[src/rtl/biu_fetch_responder.sv]
// Purpose: responder-side bus interface unit; turns each FCU/datapath request into one external memory cycle.
// Latency: ready_biu low from the accepting edge until the edge that samples mem_ack (1 cycle min, TIMEOUT max).
// Backpressure: ready_biu=0 while busy; requests are never queued and input changes during ACCESS are ignored.
//
// Ports:
//   clk, reset          - rising-edge clock, asynchronous active-high reset
//   cs_biu, sel_biu     - request select (only logic 1 counts) and kind: 11 fetch, 01 data read, 10 data write
//   fetch_address       - request word address; wr_data - write data for sel_biu=10
//   bus, ready_biu      - registered read data and idle/complete flag back to the requester
//   biu_err             - sticky timeout flag, cleared by the next accepted request
//   mem_addr, mem_rd, mem_wr, mem_wdata - registered external memory request
//   mem_rdata, mem_ack  - external read data and completion handshake
module biu_fetch_responder #(
  parameter int ADDR_W  = 16,
  parameter int DATA_W  = 16,
  parameter int TIMEOUT = 15
) (
  input  logic              clk,
  input  logic              reset,
  input  logic              cs_biu,
  input  logic [1:0]        sel_biu,
  input  logic [ADDR_W-1:0] fetch_address,
  input  logic [DATA_W-1:0] wr_data,
  output logic [DATA_W-1:0] bus,
  output logic              ready_biu,
  output logic              biu_err,
  output logic [ADDR_W-1:0] mem_addr,
  output logic              mem_rd,
  output logic              mem_wr,
  output logic [DATA_W-1:0] mem_wdata,
  input  logic [DATA_W-1:0] mem_rdata,
  input  logic              mem_ack
);

  typedef enum logic [1:0] {
    IDLE   = 2'd0,
    ACCESS = 2'd1,
    DONE   = 2'd2,
    ERR    = 2'd3
  } state_t;

  // Counter value seen during the last ACCESS cycle before giving up.
  localparam logic [3:0] CNT_LAST = 4'(TIMEOUT - 1);

  state_t              state_q, state_d;
  logic [DATA_W-1:0]   bus_q, bus_d;
  logic                ready_q, ready_d;
  logic                err_q, err_d;
  logic [ADDR_W-1:0]   mem_addr_q, mem_addr_d;
  logic                mem_rd_q, mem_rd_d;
  logic                mem_wr_q, mem_wr_d;
  logic [DATA_W-1:0]   mem_wdata_q, mem_wdata_d;
  logic [ADDR_W-1:0]   last_addr_q, last_addr_d;
  logic [1:0]          last_sel_q, last_sel_d;
  logic                have_last_q, have_last_d;
  logic [3:0]          cnt_q, cnt_d;

  logic cs_on;
  logic req_vld;
  logic req_new;
  logic accept;

  always_comb begin
    state_d     = state_q;
    bus_d       = bus_q;
    ready_d     = ready_q;
    err_d       = err_q;
    mem_addr_d  = mem_addr_q;
    mem_rd_d    = mem_rd_q;
    mem_wr_d    = mem_wr_q;
    mem_wdata_d = mem_wdata_q;
    last_addr_d = last_addr_q;
    last_sel_d  = last_sel_q;
    have_last_d = have_last_q;
    cnt_d       = cnt_q;
    accept      = 1'b0;

    // An X/Z select falls through to the else branch, so it never counts as asserted.
    cs_on = 1'b0;
    if (cs_biu == 1'b1) cs_on = 1'b1;
    req_vld = cs_on && (sel_biu != 2'b00);
    // A requester parked on the same address/kind after completion must not be serviced again.
    // Without a completed transfer on record (timeout straight from IDLE) the held request is retried.
    req_new = (fetch_address != last_addr_q) || (sel_biu != last_sel_q) || !have_last_q;

    case (state_q)
      IDLE: begin
        if (req_vld) accept = 1'b1;
      end
      ACCESS: begin
        cnt_d = cnt_q + 4'd1;
        if (mem_ack) begin
          mem_rd_d    = 1'b0;
          mem_wr_d    = 1'b0;
          if (mem_rd_q) bus_d = mem_rdata;
          ready_d     = 1'b1;
          have_last_d = 1'b1;
          state_d     = DONE;
        end else if (cnt_q == CNT_LAST) begin
          mem_rd_d = 1'b0;
          mem_wr_d = 1'b0;
          bus_d    = '1;
          err_d    = 1'b1;
          ready_d  = 1'b1;
          state_d  = ERR;
        end
      end
      DONE, ERR: begin
        if (!cs_on) begin
          have_last_d = 1'b0;
          state_d     = IDLE;
        end else if (req_vld && req_new) begin
          accept = 1'b1;
        end
      end
      default: state_d = IDLE;
    endcase

    if (accept) begin
      mem_addr_d  = fetch_address;
      last_addr_d = fetch_address;
      last_sel_d  = sel_biu;
      mem_wdata_d = wr_data;
      ready_d     = 1'b0;
      err_d       = 1'b0;
      cnt_d       = 4'd0;
      mem_rd_d    = sel_biu[0];
      mem_wr_d    = (sel_biu == 2'b10);
      state_d     = ACCESS;
    end
  end

  always_ff @(posedge clk or posedge reset) begin
    if (reset) begin
      state_q     <= IDLE;
      bus_q       <= '0;
      ready_q     <= 1'b1;
      err_q       <= 1'b0;
      mem_addr_q  <= '0;
      mem_rd_q    <= 1'b0;
      mem_wr_q    <= 1'b0;
      mem_wdata_q <= '0;
      last_addr_q <= '0;
      last_sel_q  <= 2'b00;
      have_last_q <= 1'b0;
      cnt_q       <= 4'd0;
    end else begin
      state_q     <= state_d;
      bus_q       <= bus_d;
      ready_q     <= ready_d;
      err_q       <= err_d;
      mem_addr_q  <= mem_addr_d;
      mem_rd_q    <= mem_rd_d;
      mem_wr_q    <= mem_wr_d;
      mem_wdata_q <= mem_wdata_d;
      last_addr_q <= last_addr_d;
      last_sel_q  <= last_sel_d;
      have_last_q <= have_last_d;
      cnt_q       <= cnt_d;
    end
  end

  assign bus       = bus_q;
  assign ready_biu = ready_q;
  assign biu_err   = err_q;
  assign mem_addr  = mem_addr_q;
  assign mem_rd    = mem_rd_q;
  assign mem_wr    = mem_wr_q;
  assign mem_wdata = mem_wdata_q;

endmodule
[config.mk]
export PLATFORM = sky130hd
export DESIGN_NAME = biu_fetch_responder
export DESIGN_NICKNAME = d
export VERILOG_FILES = /design/src/rtl/biu_fetch_responder.sv
export SDC_FILE = /design/constraint.sdc
export NUM_CORES = 1
export LEC_CHECK = 0
export ABC_CLOCK_PERIOD_IN_PS = 3330
export CORE_ASPECT_RATIO = 0.75
export CORE_MARGIN = 1
export CORE_UTILIZATION = 47
export CTS_CLUSTER_SIZE = 40
export DETAILED_ROUTE_END_ITERATION = 8
export GPL_ROUTABILITY_DRIVEN = 1
export PLACE_DENSITY = 0.85
export SLEW_MARGIN = 25
export SYNTH_ARGS = -nofsm -noshare
export SYNTH_HDL_FRONTEND = slang
export SYNTH_SLANG_ARGS = --single-unit
[constraint.sdc]
create_clock -name clk -period 3.33 [get_ports clk]
set_clock_uncertainty 0.15 [all_clocks]
set_input_delay 0.4995 -clock clk [delete_from_list [all_inputs] [get_ports clk]]
set_output_delay 0.4995 -clock clk [all_outputs]
set_load 0.01 [all_outputs]
# --- Word-level counts from Yosys, hierarchy flattened ---
# Cells that the tools add are included.
classes:
  add_sub_neg: 1
  n_eq_ne: 13
  mux: 30
  reduce_logical: 19
op_table:
  columns: ["cell", "count"]
  rows:
  - ["16-bit 2-to-1 mux", 3]
  - ["1-bit 2-to-1 mux", 18]
  - ["16-bit != test", 1]
  - ["3-bit AND reduction", 4]
  - ["2-bit nonzero test", 5]
  - ["2-bit 2-to-1 mux", 4]
  - ["4-bit 2-to-1 mux", 2]
  - ["2-bit == test, second input constant", 3]
  - ["3-bit nonzero test", 2]
  - ["4-bit by 1-bit adder with 4-bit output, second input constant", 1]
  - ["4-bit == test, second input constant", 1]
  - ["2-bit by 1-bit != test with 1-bit output, second input constant", 2]
  - ["2-bit != test, second input constant", 2]
  - ["4-bit != test, second input constant", 1]
  - ["1-bit one-hot mux with 2 select lines", 2]
  - ["2-bit one-hot mux with 2 select lines", 1]
  - ["3-bit != test, second input constant", 1]
  - ["2-bit by 1-bit == test with 1-bit output, second input constant", 1]
  - ["1-bit logical AND", 2]
  - ["2-bit logical NOT", 1]
  - ["1-bit logical OR", 2]
  - ["2-bit != test", 1]
  - ["2-bit AND reduction", 1]
  - ["2-bit OR reduction", 1]
  - ["1-bit logical NOT", 1]
word_totals:
  reg_bits: 61
  inputBits: 54
  output_inout_bits: 52
  word_cells: 74

# --- Logic depth before layout (Yosys ltp) ---
# Gate-level depths: netlist (run 1).
logic_depth:
  depth_word: 9
  depth_mapped: 7
  ltp_nobuf: 6

# --- Worst setup path before layout (run 1) ---
# Ideal clock, no wire load.
synth_path:
  path_kind: "input -> register"
  from: "input port fetch_address[15]"
  to: "register last_addr_q[0]"
  setup_time_ps: 125
  arrival_time_ps: 1849
  t_required_ps: 3055
  setup_slack_ps: 1206
  stages: 6
  n_path_buf: 1
  path_cell_list: "xor2_1 > nor4_2 > nand4_1 > o21ai_4 > buf_12 > mux2_4"
synth_between:
  elab_chain_cells: 7
synth_rtl:
  columns: ["item", "line", "text"]
  rows:
  - ["from (decl)", "22", "input logic [ADDR_W-1:0] fetch_address,"]
  - ["16-bit != test", "84", "req_new = (fetch_address != last_addr_q) || (sel_biu != last_sel_q) || !have_last_q;"]
  - ["1-bit logical OR (2 in a row)", "84", null]
  - ["1-bit logical AND", "112", "end else if (req_vld && req_new) begin"]
  - ["1-bit 2-to-1 mux", "112", null]
  - ["1-bit 2-to-1 mux", "109", "if (!cs_on) begin"]
  - ["1-bit one-hot mux with 2 select lines", "86", "case (state_q)"]
  - ["to (signal assigned)", "156", "last_addr_q <= last_addr_d;"]
  - ["to (decl)", "53", "logic [ADDR_W-1:0] last_addr_q, last_addr_d;"]
# Every way passes these cells.
# A chain may end at the register's enable or synchronous reset.

# --- Final worst setup path (run 1) ---
layout_path:
  from: "input port fetch_address[9]"
  to: "register last_addr_q[8]"
# The elaborated chain is that of the path after synthesis.

==> results.txt, run 1 <==
outcome -> completed
synthesized cell area -> 0.00275 mm2
worst vdd ir -> 0.000473 V
core box area -> 0.00550 mm2
crit path max fanout -> 24
Post-CTS Hold Buffers -> 0
EDFF count, synth -> 0
reg2reg setup slack -> 1.01 ns
IO buf count -> 105
Setup TNS -> 0 ns
share of layout cells above drive strength 1 -> 19.0%
startpoint types -> primary input
worst-path cell chain -> clkdlybuf4s50_1, xor2_1, nor4_2, nand4_1, o21ai_4, buf_4, mux2_2
final worst slack -> 0.843 ns
Post-CTS Setup Repair Bufs -> 0
# nets final -> 389
std cell rows -> 23
Remaining DRCs -> 0
CTS tree -> yes
CTS resizes -> 0
vias -> 1993
Syn Nets -> 274
Post-synth top cells -> 60 x dfrtp_1, 32 x nor2_1, 20 x mux2_4
Max-Cap Viols -> 0
top-count cell post-synth -> dfrtp_1
global-route wire length before repair -> 9470 um
io pins -> 106
number of H-tree levels -> 3
Final Hold Vio Count -> 0
share of the synthesized area in the top cell type -> 54.5%
Clock Tree Root -> clkbuf_8
Most used DFF post-synth -> dfrtp_1
Post-Synthesis Cells -> 218
Setup crit end kind -> register
synthesized flop and latch total -> 61
Design Power -> 0.00342 W
worst r2r path cells -> 6
post-synthesis sequential area ratio -> 55.5%
Die X -> 90.4 um
CTS clk-pin slew, worst paths -> 0.06 ns
FILL cells -> 393
fmax -> 402 MHz
gr usage total -> 20.6%
Synth Warn # -> 0
ys async rst share -> 100%
WP data required -> 3.39 ns
RR Startpoint -> last_addr_q[11]
Setup crit end -> last_addr_q[8]
initial antenna violation count -> 0
Via density -> 4.84
r2r endpoint -> last_addr_q[8]
worst skew pair latency -> 0.33 ns
fin crit share -> 74.7%
top cells by area, synth -> dfrtp_1 55%, mux2_4 11%, mux2_2 5.7%, xor2_1 4.8%, nor2_1 4.4%
DR pass1 iterations -> 4
area occupied by multi-input gates -> 0.00113 mm2
Layout area overhead -> 48.6%
register area -> 0.00153 mm2
TritonCTS Buffers -> 9
critical path data arrival time -> 2.55 ns
Final setup viols -> 0
Die ar. -> 0.00617 mm2
count of different cell masters after synthesis -> 28
height of the die -> 68.3 um
RSZ-0062 raised after global routing -> no
Initial DRC Count -> 58
Post-Route WL -> 5870 um
crit path max-delay cell type -> clkdlybuf4s50_1
number of global-route vias before repair -> 1955
area leader, netlist -> dfrtp_1
fin crit period -> 2.49 ns
total congestion overflow -> 0
routability congestion estimate from global placement -> 0.697
clock sink count -> 61
worst min path class -> register to register
largest net degree at the start of global routing -> 33
antenna fix cells -> 0
crit path launch -> fetch_address[9]
placed cells -> 397
Post-DRT Antenna Nets -> 0
Slew headroom -> 71.1%
Max stage delay on crit path -> 0.44 ns
share of the core filled with cells -> 74.4%
Longest Clk Path Bufs -> 2
post-DR wirelength/cell -> 14.2 um
Power Dens Cells -> 836 mW/mm2
Syn Area/Cell -> 12.6 um2
Slew Viols, Final -> 0
non-filler instance count after layout -> 412
dpl ws -> 0.509 ns
worst-margin pin slew -> 0.429 ns
Starting Density -> 50.1%
Leak Pwr -> 1.79 nW
critical path type -> primary input to register
Final HPWL DP -> 4320 um
## registers in the layout, summed over array words and instances (netlist names), 2 cells and up
name and count:
last_addr_q 16, mem_wdata 16, state_q 2, last_sel_q 2, bus 16, cnt_q 4
## worst max-delay path, delay by kind of cell
| kind | cells | cell delay [ns] |
|---|---|---|
| compound gates | 1 | 0.17 |
| xor+xnor | 1 | 0.17 |
| buf+inv | 2 | 0.81 |
| mux | 1 | 0.38 |
| simple gates | 2 | 0.52 |
## area by class of cell
type                       instances  area share [%]
clock inverter                     4            1.77
clock buffer                      11            3.46
multi-input combinational        143            27.6
inverter                           6           0.550
sequential                        61            37.3
timing repair buffer             112            27.0
tap                               75            2.29
## kinds of logic after synthesis
| kind of cell | synth area share, % |
|---|---|
| AOI/OAI and AO/OA | 5.23 |
| xor gates and xnor gates | 6.68 |
| adders and majority gates | 0.909 |
| buffers and inverters | 3.45 |
| DFF | 55.5 |
| muxes | 17.7 |
| and+or+nand+nor | 10.5 |
## worst min path at each step
stage / cells past startpoint / startpoint / slack (ns) / to
6_report: 2 / ready_biu / 0.32 / ready_biu
3_5_place_dp: 2 / state_q[0] / 0.31 / state_q[0]
5_1_grt: 2 / ready_biu / 0.35 / ready_biu
2_1_floorplan: 2 / state_q[0] / 0.29 / state_q[0]
4_1_cts: 2 / ready_biu / 0.32 / ready_biu
3_3_place_gp: 2 / ready_biu / 0.30 / ready_biu
## metal layers
metal | global-route usage, % | up-vias | part of all wire (%)
met5 | 0 | - | 0
met4 | 5.44 | 0 | 0.68
met3 | 11.7 | 7 | 10
met2 | 32.5 | 84 | 45
met1 | 24.5 | 939 | 44
li1 | - | 963 | -
## stage by stage
| stage | cell area [um2] | hold slack, ns |
|---|---|---|
| after floorplan | 2750 | 0.288 |
| after global placement | 3880 | 0.298 |
| after detailed placement | 3880 | 0.309 |
| after CTS | 4090 | 0.325 |
| after global routing | 4090 | 0.349 |
| final | 4090 | 0.319 |
## placed cells by master (no fill, tap or decap), types with 2 or more instances in the layout
| cell | instances |
|---|---|
| a21boi_1 | 2 |
| a21oi_1 | 18 |
| and2_1 | 4 |
| buf_4 | 7 |
| bufinv_16 | 2 |
| clkbuf_8 | 10 |
| clkdlybuf4s50_1 | 105 |
| dfrtp_1 | 60 |
| ha_1 | 2 |
| inv_1 | 5 |
| mux2_2 | 14 |
| mux2_4 | 20 |
| mux2i_1 | 3 |
| nand2_1 | 10 |
| nand3_1 | 2 |
| nand4_1 | 2 |
| nor2_1 | 32 |
| nor4_2 | 4 |
| o21ai_0 | 3 |
| xnor2_1 | 6 |
| xor2_1 | 15 |
## report_power, final
group / internal [W] / switching [W] / leakage (nW)
logic: 0.000892 / 0.000545 / 0.968
registers: 0.00106 / 0.000214 / 0.714
clock network: 0.000437 / 0.000276 / 0.105
Note: power is estimated with default switching activity, not from simulation.
==> run 2: changes to the inputs <==
--- a/config.mk
+++ b/config.mk
@@ -5,14 +5,14 @@
 export SDC_FILE = /design/constraint.sdc
 export NUM_CORES = 1
 export LEC_CHECK = 0
-export ABC_CLOCK_PERIOD_IN_PS = 3330
+export ABC_CLOCK_PERIOD_IN_PS = 2600
 export CORE_ASPECT_RATIO = 0.75
 export CORE_MARGIN = 1
-export CORE_UTILIZATION = 47
+export CORE_UTILIZATION = 44
 export CTS_CLUSTER_SIZE = 40
 export DETAILED_ROUTE_END_ITERATION = 8
 export GPL_ROUTABILITY_DRIVEN = 1
-export PLACE_DENSITY = 0.85
+export PLACE_DENSITY = 0.8
 export SLEW_MARGIN = 25
 export SYNTH_ARGS = -nofsm -noshare
 export SYNTH_HDL_FRONTEND = slang
==> constraint.sdc (replaced) <==
create_clock -name clk -period 2.6 [get_ports clk]
set_clock_uncertainty 0.15 [all_clocks]
set_input_delay 0.39 -clock clk [delete_from_list [all_inputs] [get_ports clk]]
set_output_delay 0.39 -clock clk [all_outputs]
set_load 0.01 [all_outputs]
==> run 2 against run 1 <==
Setup slack got worse by 0.47 ns. Sequential cell count stayed put. Power increased by 26%. Via count fell by 1.0%. Cell area up 0.64%. Hold slack got worse by 0.023 ns. Critical path depth is the same. Sequential power grew 28%. Core utilization fell by 4.8 points. Routed wire length increased by 0.95%. Die area increased by 6.6%. Global-route usage down 0.28 points.
==> results.txt, run 2 (same netlist as run 1, synthesis figures left out) <==
startpoint types -> primary input
RSZ-0062 raised after global routing -> no
Max stage delay on crit path -> 0.43 ns (about the same)
Slew Viols, Final -> 0 (unchanged)
Final setup viols -> 0 (unchanged)
# nets final -> 391 (+0.51%)
Layout area overhead -> 49.6%
Post-Route WL -> 5920 um (+0.95%)
non-filler instance count after layout -> 418 (+1.5%)
commonest non-fill, non-tap cell in the layout -> clkdlybuf4s50_1
crit path max fanout -> 21 (-13%)
Leak Pwr -> 1.80 nW (+0.78%)
clock sink count -> 61 (unchanged)
Slew headroom -> 59.3% (-12 points)
WP data required -> 2.67 ns (-0.72 ns)
std cell rows -> 24 (+4.3%)
crit path launch -> fetch_address[12]
IO buf count -> 105 (unchanged)
worst-path cell chain -> clkdlybuf4s50_1, xor2_1, nor4_2, nand4_1, o21ai_4, buf_12, mux2_2
Initial DRC Count -> 36 (-38%)
global-route wire length before repair -> 9950 um (+5.0%)
Remaining DRCs -> 0 (unchanged)
post-DR wirelength/cell -> 14.2 um (-0.49%)
worst-margin pin slew -> 0.609 ns (+0.181 ns)
FILL cells -> 437 (+11%)
CTS resizes -> 0 (unchanged)
worst skew pair latency -> 0.34 ns (about the same)
Longest Clk Path Bufs -> 2 (unchanged)
CP top delay family -> buffers and inverters
io pins -> 106 (unchanged)
Via density -> 4.72 (-2.4%)
worst min path class -> primary input to asynchronous set/reset pin
fmax -> 450 MHz
gr usage total -> 20.3% (-0.28 points)
CTS tree -> yes
Post-CTS Hold Buffers -> 0 (unchanged)
Power Dens Cells -> 1040 mW/mm2 (+25%)
Clock Tree Root -> clkbuf_8
Setup TNS -> 0 ns (unchanged)
Die ar. -> 0.00658 mm2 (+6.6%)
crit path max-delay cell type -> clkdlybuf4s50_1
most frequent cells in the layout -> 105 x clkdlybuf4s50_1, 60 x dfrtp_1, 32 x nor2_1
DR pass1 iterations -> 4 (unchanged)
Final HPWL DP -> 4480 um (+3.6%)
worst r2r path cells -> 6 (unchanged)
height of the die -> 70.5 um (+3.3%)
number of global-route vias before repair -> 2112 (+8.0%)
Design Power -> 0.00429 W (+26%)
routability congestion estimate from global placement -> 0.686 (-1.6%)
critical path type -> primary input to register
CTS clk-pin slew, worst paths -> 0.07 ns (about the same)
fin crit period -> 2.22 ns
share of layout cells above drive strength 1 -> 19.4% (+0.42 points)
number of buffers and inverters on the critical path -> 2 (unchanged)
worst vdd ir -> 0.000491 V (+3.9%)
Setup crit end kind -> register
Final Hold Vio Count -> 0 (unchanged)
Max-Cap Viols -> 0 (unchanged)
Starting Density -> 46.5% (-3.5 points)
initial antenna violation count -> 0 (unchanged)
TritonCTS Buffers -> 9 (unchanged)
total congestion overflow -> 0 (unchanged)
fin crit share -> 85.5%
CP Depth -> 7 (unchanged)
antenna fix cells -> 0 (unchanged)
vias -> 1973 (-1.0%)
number of H-tree levels -> 3 (unchanged)
core box area -> 0.00592 mm2 (+7.6%)
placed cells -> 402 (+1.3%)
RR Startpoint -> last_addr_q[12]
outcome -> completed
Die X -> 93.3 um (+3.3%)
Post-DRT Antenna Nets -> 0 (unchanged)
largest net degree at the start of global routing -> 33 (unchanged)
Post-CTS Setup Repair Bufs -> 0 (unchanged)
critical path data arrival time -> 2.29 ns (-0.26 ns)
run 2: final timing paths:
path                                   to  slack (ns)
hold reg to reg                 ready_biu        0.31
max in group asynchronous         bus[13]        1.39
hold / removal                   cnt_q[2]        0.30
setup reg to reg           last_addr_q[8]        0.45
min in group clk                ready_biu        0.31
setup / recovery           last_addr_q[8]        0.38
run 2: through the flow:
| stage | setup slack (ns) | util [%] | hold WS, ns | area [um2] |
|---|---|---|---|---|
| floorplan | 0.523 | - | 0.288 | 2750 |
| global placement | 0.0667 | 66.5 | 0.305 | 3930 |
| detailed placement | 0.0166 | 66.5 | 0.305 | 3930 |
| CTS | 0.382 | 69.6 | 0.304 | 4120 |
| global route | 0.296 | 69.6 | 0.348 | 4120 |
| finish | 0.376 | 69.6 | 0.296 | 4120 |
run 2: worst reg2reg max path, cell delays in order, from the launching register on:
cell	delay (ns)
dfrtp_1	0.40
xor2_1	0.18
nor4_2	0.34
nand4_1	0.20
o21ai_4	0.23
buf_12	0.20
mux2_2	0.34
run 2: power by group:
group / internal, W / switching (W)
clock: 0.000438 / 0.000359
sequential: 0.00135 / 0.000276
combinational: 0.00116 / 0.000702
total: 0.00296 / 0.00134
run 2: metal layers:
metal,part of all wire (%),global-route usage (%),wire (um),vias to the layer above
met5,0,0,0,-
met4,1.1,5.64,67,0
met3,9.8,10.5,578,8
met2,48,32.9,2830,75
met1,41,23.7,2450,920
li1,-,-,-,970
run 2: final cells by class:
type	instances	area (um2)	share of cell area, %
clock buffers	11	131	3.19
clock inverters	5	52.6	1.28
multi-input cells	143	1130	27.4
flip-flops and latches	61	1530	37.1
well taps	78	97.6	2.37
inverters	6	22.5	0.547
repair buffers	114	1160	28.1
